File: src/rtl/simmem_pkg.sv
// -----------------------------------------------------------------------------
// simmem_pkg
// Shared types for the simulated-memory path. The payload structs, field
// widths and the responder FSM state encodings are defined only here.
//   raddr_t : read address   (id, addr, burst_len)
//   waddr_t : write address  (id, addr)
//   wdata_t : write beat     (data, last)
//   rdata_t : read beat      (id, data, last)
//   wrsp_t  : write response (id)
// -----------------------------------------------------------------------------
package simmem_pkg;

   localparam int unsigned IdW              = 4;
   localparam int unsigned AddrW            = 16;
   localparam int unsigned DataW            = 16;
   localparam int unsigned MaxBurstLenField = 16;
   localparam int unsigned BurstLenW        = $clog2(MaxBurstLenField);
   // Wide enough for a latency countdown start value of up to 14 (RspLatency 15).
   localparam int unsigned RspLatencyW      = 4;

   typedef struct packed {
      logic [IdW-1:0]       id;
      logic [AddrW-1:0]     addr;
      logic [BurstLenW-1:0] burst_len;
   } raddr_t;

   typedef struct packed {
      logic [IdW-1:0]   id;
      logic [AddrW-1:0] addr;
   } waddr_t;

   typedef struct packed {
      logic [DataW-1:0] data;
      logic             last;
   } wdata_t;

   typedef struct packed {
      logic [IdW-1:0]   id;
      logic [DataW-1:0] data;
      logic             last;
   } rdata_t;

   typedef struct packed {
      logic [IdW-1:0] id;
   } wrsp_t;

   typedef enum logic [1:0] {
      R_IDLE  = 2'd0,
      R_WAIT  = 2'd1,
      R_BURST = 2'd2
   } rstate_e;

   typedef enum logic [1:0] {
      W_IDLE = 2'd0,
      W_DATA = 2'd1,
      W_WAIT = 2'd2,
      W_RSP  = 2'd3
   } wstate_e;

endpackage

File: src/rtl/simmem_mem_responder_fifo.sv
// -----------------------------------------------------------------------------
// simmem_mem_responder_fifo
// Registered FIFO holding queued address requests. A push while full is
// dropped even if a pop happens in the same cycle, so the upstream ready can
// be derived from full_o alone.
//   clk_i, rst_ni : clock, async active-low reset (empties the FIFO)
//   push_i        : write push_data_i when not full
//   pop_i         : discard head_o when not empty
//   head_o        : oldest entry (valid while !empty_o)
//   full_o/empty_o: occupancy flags
// -----------------------------------------------------------------------------
module simmem_mem_responder_fifo #(
   parameter type         T     = logic,
   parameter int unsigned Depth = 4
) (
   input  logic clk_i,
   input  logic rst_ni,
   input  logic push_i,
   input  T     push_data_i,
   input  logic pop_i,
   output T     head_o,
   output logic full_o,
   output logic empty_o
);

   localparam int unsigned PtrW = $clog2(Depth);

   T              mem_q [Depth];
   // Pointers carry one extra wrap bit to tell full from empty.
   logic [PtrW:0] wptr_q, wptr_d;
   logic [PtrW:0] rptr_q, rptr_d;
   logic          push_ok;
   logic          pop_ok;

   assign full_o  = (wptr_q[PtrW] != rptr_q[PtrW]) &&
                    (wptr_q[PtrW-1:0] == rptr_q[PtrW-1:0]);
   assign empty_o = (wptr_q == rptr_q);
   assign push_ok = push_i && !full_o;
   assign pop_ok  = pop_i && !empty_o;
   assign head_o  = mem_q[rptr_q[PtrW-1:0]];

   always_comb begin
      wptr_d = wptr_q;
      rptr_d = rptr_q;
      if (push_ok) wptr_d = wptr_q + 1'b1;
      if (pop_ok)  rptr_d = rptr_q + 1'b1;
   end

   always_ff @(posedge clk_i or negedge rst_ni) begin
      if (!rst_ni) begin
         wptr_q <= '0;
         rptr_q <= '0;
      end else begin
         wptr_q <= wptr_d;
         rptr_q <= rptr_d;
      end
   end

   // Storage needs no reset: an entry is only read after it was written.
   always_ff @(posedge clk_i) begin
      if (push_ok) mem_q[wptr_q[PtrW-1:0]] <= push_data_i;
   end

endmodule

File: src/rtl/simmem_mem_responder.sv
// -----------------------------------------------------------------------------
// simmem_mem_responder
// Deterministic memory model: queues read/write addresses, then returns read
// bursts (data = beat index) and write responses after a fixed latency.
// Handshakes: a transfer happens on a rising edge with valid && ready; valid
// and payload hold until the transfer; no ready depends combinationally on a
// valid input.
//   raddr_i/valid/ready  : read request in (id, burst_len used)
//   waddr_i/valid/ready  : write request in (id used)
//   wdata_i/valid/ready  : write beats in (last used), accepted only in W_DATA
//   rdata_o/valid/ready  : read beats out (id, zero-extended beat, last)
//   wrsp_o/valid/ready   : write response out (id)
//   dbg_rstate_o/dbg_wstate_o : current read/write FSM state
// RspLatency must be 1..15; AddrQueueDepth a power of two >= 2.
// -----------------------------------------------------------------------------
module simmem_mem_responder
   import simmem_pkg::*;
#(
   parameter int unsigned RspLatency     = 2,
   parameter int unsigned AddrQueueDepth = 4
) (
   input  logic    clk_i,
   input  logic    rst_ni,
   input  raddr_t  raddr_i,
   input  logic    raddr_valid_i,
   output logic    raddr_ready_o,
   input  waddr_t  waddr_i,
   input  logic    waddr_valid_i,
   output logic    waddr_ready_o,
   input  wdata_t  wdata_i,
   input  logic    wdata_valid_i,
   output logic    wdata_ready_o,
   output rdata_t  rdata_o,
   output logic    rdata_valid_o,
   input  logic    rdata_ready_i,
   output wrsp_t   wrsp_o,
   output logic    wrsp_valid_o,
   input  logic    wrsp_ready_i,
   output rstate_e dbg_rstate_o,
   output wstate_e dbg_wstate_o
);

   localparam logic [RspLatencyW-1:0] LatInit = RspLatencyW'(RspLatency - 1);

   // Address readies stay low while in reset and rise on the first edge after.
   logic   ready_en_q;
   raddr_t rhead;
   waddr_t whead;
   logic   rfifo_full, rfifo_empty, rfifo_pop;
   logic   wfifo_full, wfifo_empty, wfifo_pop;

   assign raddr_ready_o = ready_en_q && !rfifo_full;
   assign waddr_ready_o = ready_en_q && !wfifo_full;

   always_ff @(posedge clk_i or negedge rst_ni) begin
      if (!rst_ni) ready_en_q <= 1'b0;
      else         ready_en_q <= 1'b1;
   end

   simmem_mem_responder_fifo #(.T(raddr_t), .Depth(AddrQueueDepth)) u_rfifo (
      .clk_i       (clk_i),
      .rst_ni      (rst_ni),
      .push_i      (raddr_valid_i && raddr_ready_o),
      .push_data_i (raddr_i),
      .pop_i       (rfifo_pop),
      .head_o      (rhead),
      .full_o      (rfifo_full),
      .empty_o     (rfifo_empty)
   );

   simmem_mem_responder_fifo #(.T(waddr_t), .Depth(AddrQueueDepth)) u_wfifo (
      .clk_i       (clk_i),
      .rst_ni      (rst_ni),
      .push_i      (waddr_valid_i && waddr_ready_o),
      .push_data_i (waddr_i),
      .pop_i       (wfifo_pop),
      .head_o      (whead),
      .full_o      (wfifo_full),
      .empty_o     (wfifo_empty)
   );

   // ---------------- read path ----------------
   rstate_e                rstate_q, rstate_d;
   logic [IdW-1:0]         rid_q, rid_d;
   logic [BurstLenW-1:0]   rlen_q, rlen_d;
   logic [BurstLenW-1:0]   rbeat_q, rbeat_d;
   logic [RspLatencyW-1:0] rlat_q, rlat_d;

   always_ff @(posedge clk_i or negedge rst_ni) begin
      if (!rst_ni) begin
         rstate_q <= R_IDLE;
         rid_q    <= '0;
         rlen_q   <= '0;
         rbeat_q  <= '0;
         rlat_q   <= '0;
      end else begin
         rstate_q <= rstate_d;
         rid_q    <= rid_d;
         rlen_q   <= rlen_d;
         rbeat_q  <= rbeat_d;
         rlat_q   <= rlat_d;
      end
   end

   always_comb begin
      rstate_d = rstate_q;
      rid_d    = rid_q;
      rlen_d   = rlen_q;
      rbeat_d  = rbeat_q;
      rlat_d   = rlat_q;
      case (rstate_q)
         R_IDLE: begin
            if (!rfifo_empty) begin
               rid_d    = rhead.id;
               rlen_d   = rhead.burst_len;
               rlat_d   = LatInit;
               rstate_d = R_WAIT;
            end
         end
         R_WAIT: begin
            if (rlat_q == '0) begin
               rbeat_d  = '0;
               rstate_d = R_BURST;
            end else begin
               rlat_d = rlat_q - 1'b1;
            end
         end
         R_BURST: begin
            // Beat never exceeds burst_len, so the counter cannot wrap.
            if (rdata_ready_i) begin
               if (rbeat_q == rlen_q) rstate_d = R_IDLE;
               else                   rbeat_d  = rbeat_q + 1'b1;
            end
         end
         default: rstate_d = R_IDLE;
      endcase
   end

   always_comb begin
      rdata_valid_o = 1'b0;
      rdata_o       = '0;
      rfifo_pop     = (rstate_q == R_IDLE) && !rfifo_empty;
      if (rstate_q == R_BURST) begin
         rdata_valid_o = 1'b1;
         rdata_o.id    = rid_q;
         rdata_o.data  = DataW'(rbeat_q);
         rdata_o.last  = (rbeat_q == rlen_q);
      end
   end

   assign dbg_rstate_o = rstate_q;

   // ---------------- write path ----------------
   wstate_e                wstate_q, wstate_d;
   logic [IdW-1:0]         wid_q, wid_d;
   logic [RspLatencyW-1:0] wlat_q, wlat_d;

   always_ff @(posedge clk_i or negedge rst_ni) begin
      if (!rst_ni) begin
         wstate_q <= W_IDLE;
         wid_q    <= '0;
         wlat_q   <= '0;
      end else begin
         wstate_q <= wstate_d;
         wid_q    <= wid_d;
         wlat_q   <= wlat_d;
      end
   end

   always_comb begin
      wstate_d = wstate_q;
      wid_d    = wid_q;
      wlat_d   = wlat_q;
      case (wstate_q)
         W_IDLE: begin
            if (!wfifo_empty) begin
               wid_d    = whead.id;
               wstate_d = W_DATA;
            end
         end
         W_DATA: begin
            // Data beats are consumed and discarded; only last matters.
            if (wdata_valid_i && wdata_i.last) begin
               wlat_d   = LatInit;
               wstate_d = W_WAIT;
            end
         end
         W_WAIT: begin
            if (wlat_q == '0) wstate_d = W_RSP;
            else              wlat_d   = wlat_q - 1'b1;
         end
         W_RSP: begin
            if (wrsp_ready_i) wstate_d = W_IDLE;
         end
         default: wstate_d = W_IDLE;
      endcase
   end

   always_comb begin
      wfifo_pop     = (wstate_q == W_IDLE) && !wfifo_empty;
      wdata_ready_o = (wstate_q == W_DATA);
      wrsp_valid_o  = (wstate_q == W_RSP);
      wrsp_o        = '0;
      if (wstate_q == W_RSP) wrsp_o.id = wid_q;
   end

   assign dbg_wstate_o = wstate_q;

   // Address and write-data payload fields are carried but not modelled.
   logic unused_fields;
   assign unused_fields = ^{rhead.addr, whead.addr, wdata_i.data};

endmodule
File: config.mk
export PLATFORM = sky130hd
export DESIGN_NAME = simmem_mem_responder
export DESIGN_NICKNAME = d
export VERILOG_FILES = /design/src/rtl/simmem_pkg.sv /design/src/rtl/simmem_mem_responder_fifo.sv /design/src/rtl/simmem_mem_responder.sv
export SDC_FILE = /design/constraint.sdc
export NUM_CORES = 1
export LEC_CHECK = 0
export ABC_CLOCK_PERIOD_IN_PS = 1500
export BUFFER_PORTS_ARGS = -buffer_cell sky130_fd_sc_hd__buf_2
export CAP_MARGIN = 30
export CORE_MARGIN = 3
export CORE_UTILIZATION = 24
export DETAILED_ROUTE_END_ITERATION = 10
export REMOVE_ABC_BUFFERS = 1
export SLEW_MARGIN = 40
export SYNTH_ARGS = -nofsm -noshare
export SYNTH_HDL_FRONTEND = slang
export SYNTH_SLANG_ARGS = --single-unit
File: constraint.sdc
create_clock -name clk_i -period 1.5 [get_ports clk_i]
set_input_delay 0.15 -clock clk_i [delete_from_list [all_inputs] [get_ports clk_i]]
set_output_delay 0.15 -clock clk_i [all_outputs]
set_load 0.02 [all_outputs]
## After elaboration in Yosys (flattened, before gate mapping)

Memory sizes are Yosys's and may differ from the RTL's. A register that Yosys moved wholly into a read port is not among the register bits.
Index checks and enable logic that the tools add are counted.

- Bits in writable memories: 176
- Input bits: 68
- Memories: 2
- Output and inout port bits: 34
- Register bits: 29

Memories:

| name | depth | bits a word | rd ports | clocked after Yosys merged registers in | wr ports | RTL line | RTL |
|---|---|---|---|---|---|---|---|
| u_rfifo.mem_q | 4 | 24 | 1 | 1 | 1 | simmem_mem_responder_fifo.sv:28 | `T mem_q [Depth];` |
| u_wfifo.mem_q | 4 | 20 | 1 | 1 | 1 | simmem_mem_responder_fifo.sv:28 |  |

- $add $sub $neg: 7
- Multiplexer cells: 27
- Bitwise operators: 2
- Equality and inequality tests: 23
- Reductions and logical operators: 33

Operators by type and width:

| cell | number |
|---|---|
| $mux 4 | 8 |
| $pmux 4 s2 | 3 |
| $mux 21 | 1 |
| $ne 2x2->1 const B | 9 |
| $mux 2 | 8 |
| $logic_and 1x1->1 | 13 |
| $add 3x1->3 const B | 4 |
| $reduce_and 4->1 | 3 |
| $logic_not 4->1 | 2 |
| $pmux 2 s4 | 1 |
| $sub 4x1->4 const B | 2 |
| $eq 2x2->1 const B | 3 |
| $eq 3x3->1 | 2 |
| $logic_not 1->1 | 6 |
| $pmux 2 s3 | 1 |
| $reduce_and 3->1 | 2 |
| $reduce_bool 2->1 | 3 |
| $mux 1 | 5 |
| $add 4x1->4 const B | 1 |
| $eq 2x1->1 const B | 2 |
| $eq 2x2->1 | 2 |
| $eq 4x4->1 | 1 |
| $logic_not 2->1 | 2 |
| $ne 2x1->1 const B | 2 |
| 3 further kinds | 6 |

## Logic depth before layout (Yosys ltp)

- Depth in word-level cells: 8
- Mapped depth: 7
- Mapped depth without buffers: 6

## Cells and area by module

Synthesis repeated with hierarchy kept, for this count alone.

- Cells, all modules: 491
- Area, all modules: 9037.4 um^2

By module, submodules not included:

| module | sequential area each (um^2) | cells an instance | area each (um^2) | instances |
|---|---|---|---|---|
| simmem_mem_responder_fifo at u_rfifo | 3032.9 | 174 | 3981.3 | 1 |
| simmem_mem_responder_fifo at u_wfifo | 2552.4 | 154 | 3397.0 | 1 |
| simmem_mem_responder | 725.7 | 163 | 1659.1 | 1 |

## Least setup slack after synthesis

OpenSTA, ideal clock, no wires.

- Kind: register to register
- Start point: reg wstate_q[1] (netlist: dbg_wstate_o[1])
- End point: reg wstate_q[1] (netlist: dbg_wstate_o[1])
- Period minus slack after synthesis: 1.932 ns
- Buffers on the path: 0
- Stages on the path, launching flop included: 7
- Setup slack: -0.432 ns
- Data arrival time: 1.808 ns
- Data required time: 1.375 ns
- Cells stage by stage: dfrtp_1 inv_1 ha_1 a21bo_2 o21ai_0 nor3b_1 mux2_2

- Longest elaborated chain between the ends: 3
- Elaborated cells between the ends (all ways): 10
- Classes of those cells: eq/ne: 7; mux: 1; reduce/logical: 2

RTL lines:

| item | RTL line | RTL |
|---|---|---|
| start: declaration | simmem_mem_responder.sv:154 | `wstate_e wstate_q, wstate_d;` |
| start signal: assignment | simmem_mem_responder.sv:164 | `wstate_q <= wstate_d;` |
| $eq 2x1->1 * | - |  |
| named net wdata_ready_o | simmem_mem_responder.sv:32 | `output logic wdata_ready_o,` |
| $ne 2x1->1 (no line) | - |  |
| $reduce_and 4->1 (no line) | - |  |

The timed path passes the listed nets; every way through them passes the cells marked *.
A chain may end at the register's enable or synchronous reset.

## Worst setup path in the final report

- Start point: reg u_rfifo.rptr_q[1]
- End point: reg rid_q[2]

- Longest elaborated chain between the ends: 3

RTL lines:

| item | RTL line | RTL |
|---|---|---|
| start: declaration | simmem_mem_responder_fifo.sv:31 | `logic [PtrW:0] rptr_q, rptr_d;` |
| start signal: assignment | simmem_mem_responder_fifo.sv:55 | `rptr_q <= rptr_d;` |
| $eq 3x3->1 | simmem_mem_responder_fifo.sv:37 | `assign empty_o = (wptr_q == rptr_q);` |
| $not 1->1 (no line) | - |  |
| $reduce_and 2->1 (no line) | - |  |
| end signal: assignment | simmem_mem_responder.sv:98 | `rid_q <= rid_d;` |
| end: declaration | simmem_mem_responder.sv:84 | `logic [IdW-1:0] rid_q, rid_d;` |

Parallel ways exist; a longest one is shown, timed or not.

==> results.ini <==
[run_status]
status = finished, violations left
violations = setup timing

[yosys]
synthTopCellsByArea = edfxtp_1 (34%), dfrtp_1 (24%), ha_1 (5.4%)
synth-edff-count = 48
ys_seq_area_share_pct = 58.7
synth_top_area_share_pct = 34.3
synth.avg_cell_area_um2 = 14.8
synth_top_area_cell = edfxtp_1
synth_cell_types = 45
synth_area_um2 = 4200
yosys_warnings = 0
postSynth.asyncResetShare_pct = 46.1
syn_inst = 284
ys.flop_type = edfxtp_1
synth_seq_cells = 89

[grt]
gr-total-overflow = 0
antenna_found_initial = 0
grt.total_usage_pct = 8.56
grt_pass1_vias = 2706
grt_max_degree = 31
grt_pass1_wl_mm = 13.2

[worst_setup_path]
slowest_delay_ns = 0.41
crit_path_cell_trace = xnor2_2, buf_4, a311oi_4, buf_6, mux2_4
regToRegSetupSlack_ns = -0.19
worstPathRequired_ns = 1.72
crit_family = flip-flops
worstSetupEndpointType = register
r2r_start = u_rfifo.rptr_q[1]
path_class = reg -> reg
crit_arrival_ns = 1.92
worst-path-max-fanout = 8
startpoint_type = register
slowest_stage = dfrtp_1
critPathLaunch = u_rfifo.rptr_q[1]
path_buf_inv = 2

[timing]
timing.final.crit_period_ns = 1.69
setup_viol = 60
fmax_mhz = 591
fin_setup_tns_ns = -5.02
finalClockSkew_ns = 0.00534
finalMaxSlewViolations = 0
layout_setup_ws_ns = -0.193
holdWs_ns = 0.0281
period_share_pct = 113
final_hold_viol_count = 0
rsz0062_at_grt = true

[floorplan]
fp.dieH_um = 138
core_area_um2 = 16900
die_w_um = 138
rows = 47
ios = 102
die_area_um2 = 19100
start_util_pct = 24.9

[finish]
layout_commonest_cell = buf_4
areaGrowthSynthToFinish_pct = 43.1
regArea_um2 = 2480
multi_input_area_um2 = 1980
stdcell_area_um2 = 6020
fillers = 1590
final_cells = 626
diodes = 0
final_cell_mix = buf_4 (58), edfxtp_1 (48), dfrtp_1 (32), buf_6 (27), buf_2 (25)
drive_above_1_share_pct = 55.2
final_nets = 487
utilization_pct = 35.7

[clock_network]
clk_pin_slew_ns = 0.07
clkLatencyLatePin_ns = 0.34
cts.sinks = 89
cts_htree_levels = 3
cts_max_path_buffers = 2
cts_tree = built
cts_made_buffers = 9
cts_root_buffer = clkbuf_16

[placement]
io_buffers = 41
place_area_um2 = 4970
pre_cts_ws_ns = -0.254
gp_congestion = 0.731
place_hpwl_mm = 5.68
dp_cells = 586

[detailed_routing]
wl_met2_mm = 4.51
drc_errors = 0
routedLengthMet1_mm = 3.59
top_layer_used = met4
final_antenna_net_count = 0
wl_per_cell_um = 13.6
dr.pass1.iters = 4
dr_total_vias = 2564
routed_via_density = 4.10
wl_met3_um = 225
first_iter_violations = 84
totalWireLength_mm = 8.49

[run]
drv_cap = 0

[worst_hold_path]
hp-start = raddr_i[21]
hp-class = in -> reg

[power_and_ir_drop]
powerDensity_nw_per_um2 = 2140
peakVddDrop_mv = 0.658
power_mw = 12.9
leakage_nw = 2.55

sequential cells by signal, indices dropped and copies added (netlist names):
register / flops
u_rfifo.mem_q: 32
u_wfifo.mem_q: 16
rbeat_q: 4
rid_q: 4
rlat_q: 4
rlen_q: 4
wid_q: 4
wlat_q: 4
u_rfifo.rptr_q: 3
u_rfifo.wptr_q: 3
u_wfifo.rptr_q: 3
u_wfifo.wptr_q: 3
dbg_rstate_o: 2
dbg_wstate_o: 2
ready_en_q: 1
synthesized netlist by cell type (all sizes together) (5+ instances only):
cell,instances
nand2,12
and2,18
dfrtp,41
edfxtp,48
buf,18
nand2b,5
inv,17
xnor2,13
ha,18
mux2i,7
mux4,12
mux2,17
xor2,7
o21ai,9
worst register-to-register path, cell delays in order (launching register included):
cell and delay, ns:
dfrtp_1 0.41, xnor2_2 0.15, buf_4 0.14, a311oi_4 0.36, buf_6 0.21, mux2_4 0.31
area by class of cell:
type / instances / area share, %
sequential: 89 / 41.2
clock inverter: 7 / 1.27
multi-input combinational: 171 / 33.0
inverter: 17 / 1.06
clock buffer: 9 / 3.74
timing repair buffer: 113 / 15.2
tap: 220 / 4.57
worst paths after layout:
check	depth (start not counted)	end
setup / recovery	5	rid_q[2]
setup reg to reg	5	rid_q[2]
max in group asynchronous	3	u_wfifo.wptr_q[2]
min in group asynchronous	2	wlat_q[1]
hold reg to reg	1	rid_q[1]
hold / removal	1	u_rfifo.mem_q[0][21]
report_power, final:
part	total [mW]	switching, mW	internal [mW]	leakage [nW]
clock network	2.27	0.962	1.31	0.150
logic	6.73	2.86	3.87	1.48
registers	3.89	0.575	3.31	0.920
timing repair:
action,4_1_cts,5_1_grt
endpoints found under the hold margin,11,0
pin swaps,26,27
buffers inserted,12,11
hold buffers,1,0
gates resized for setup,86,67
setup endpoints to repair,90,98
cloned,1,0
layer usage:
layer / global-route usage, % / vias to the layer above
met5: 0 / -
met4: 3.74 / 0
met3: 1.97 / 13
met2: 15.1 / 38
met1: 9.99 / 1263
li1: - / 1250
kinds of logic (layout without fill, tap and decap cells):
family	after synthesis	after routing	synth area share, %
mux	36	36	13.4
xor+xnor	20	20	4.52
compound gates	24	24	4.64
flops	89	89	58.7
simple gates	59	60	8.12
fa+ha+maj	18	18	5.36
buf+inv	36	146	5.12
other cells	2	13	0.179
Power figures use the tool's default switching activity.
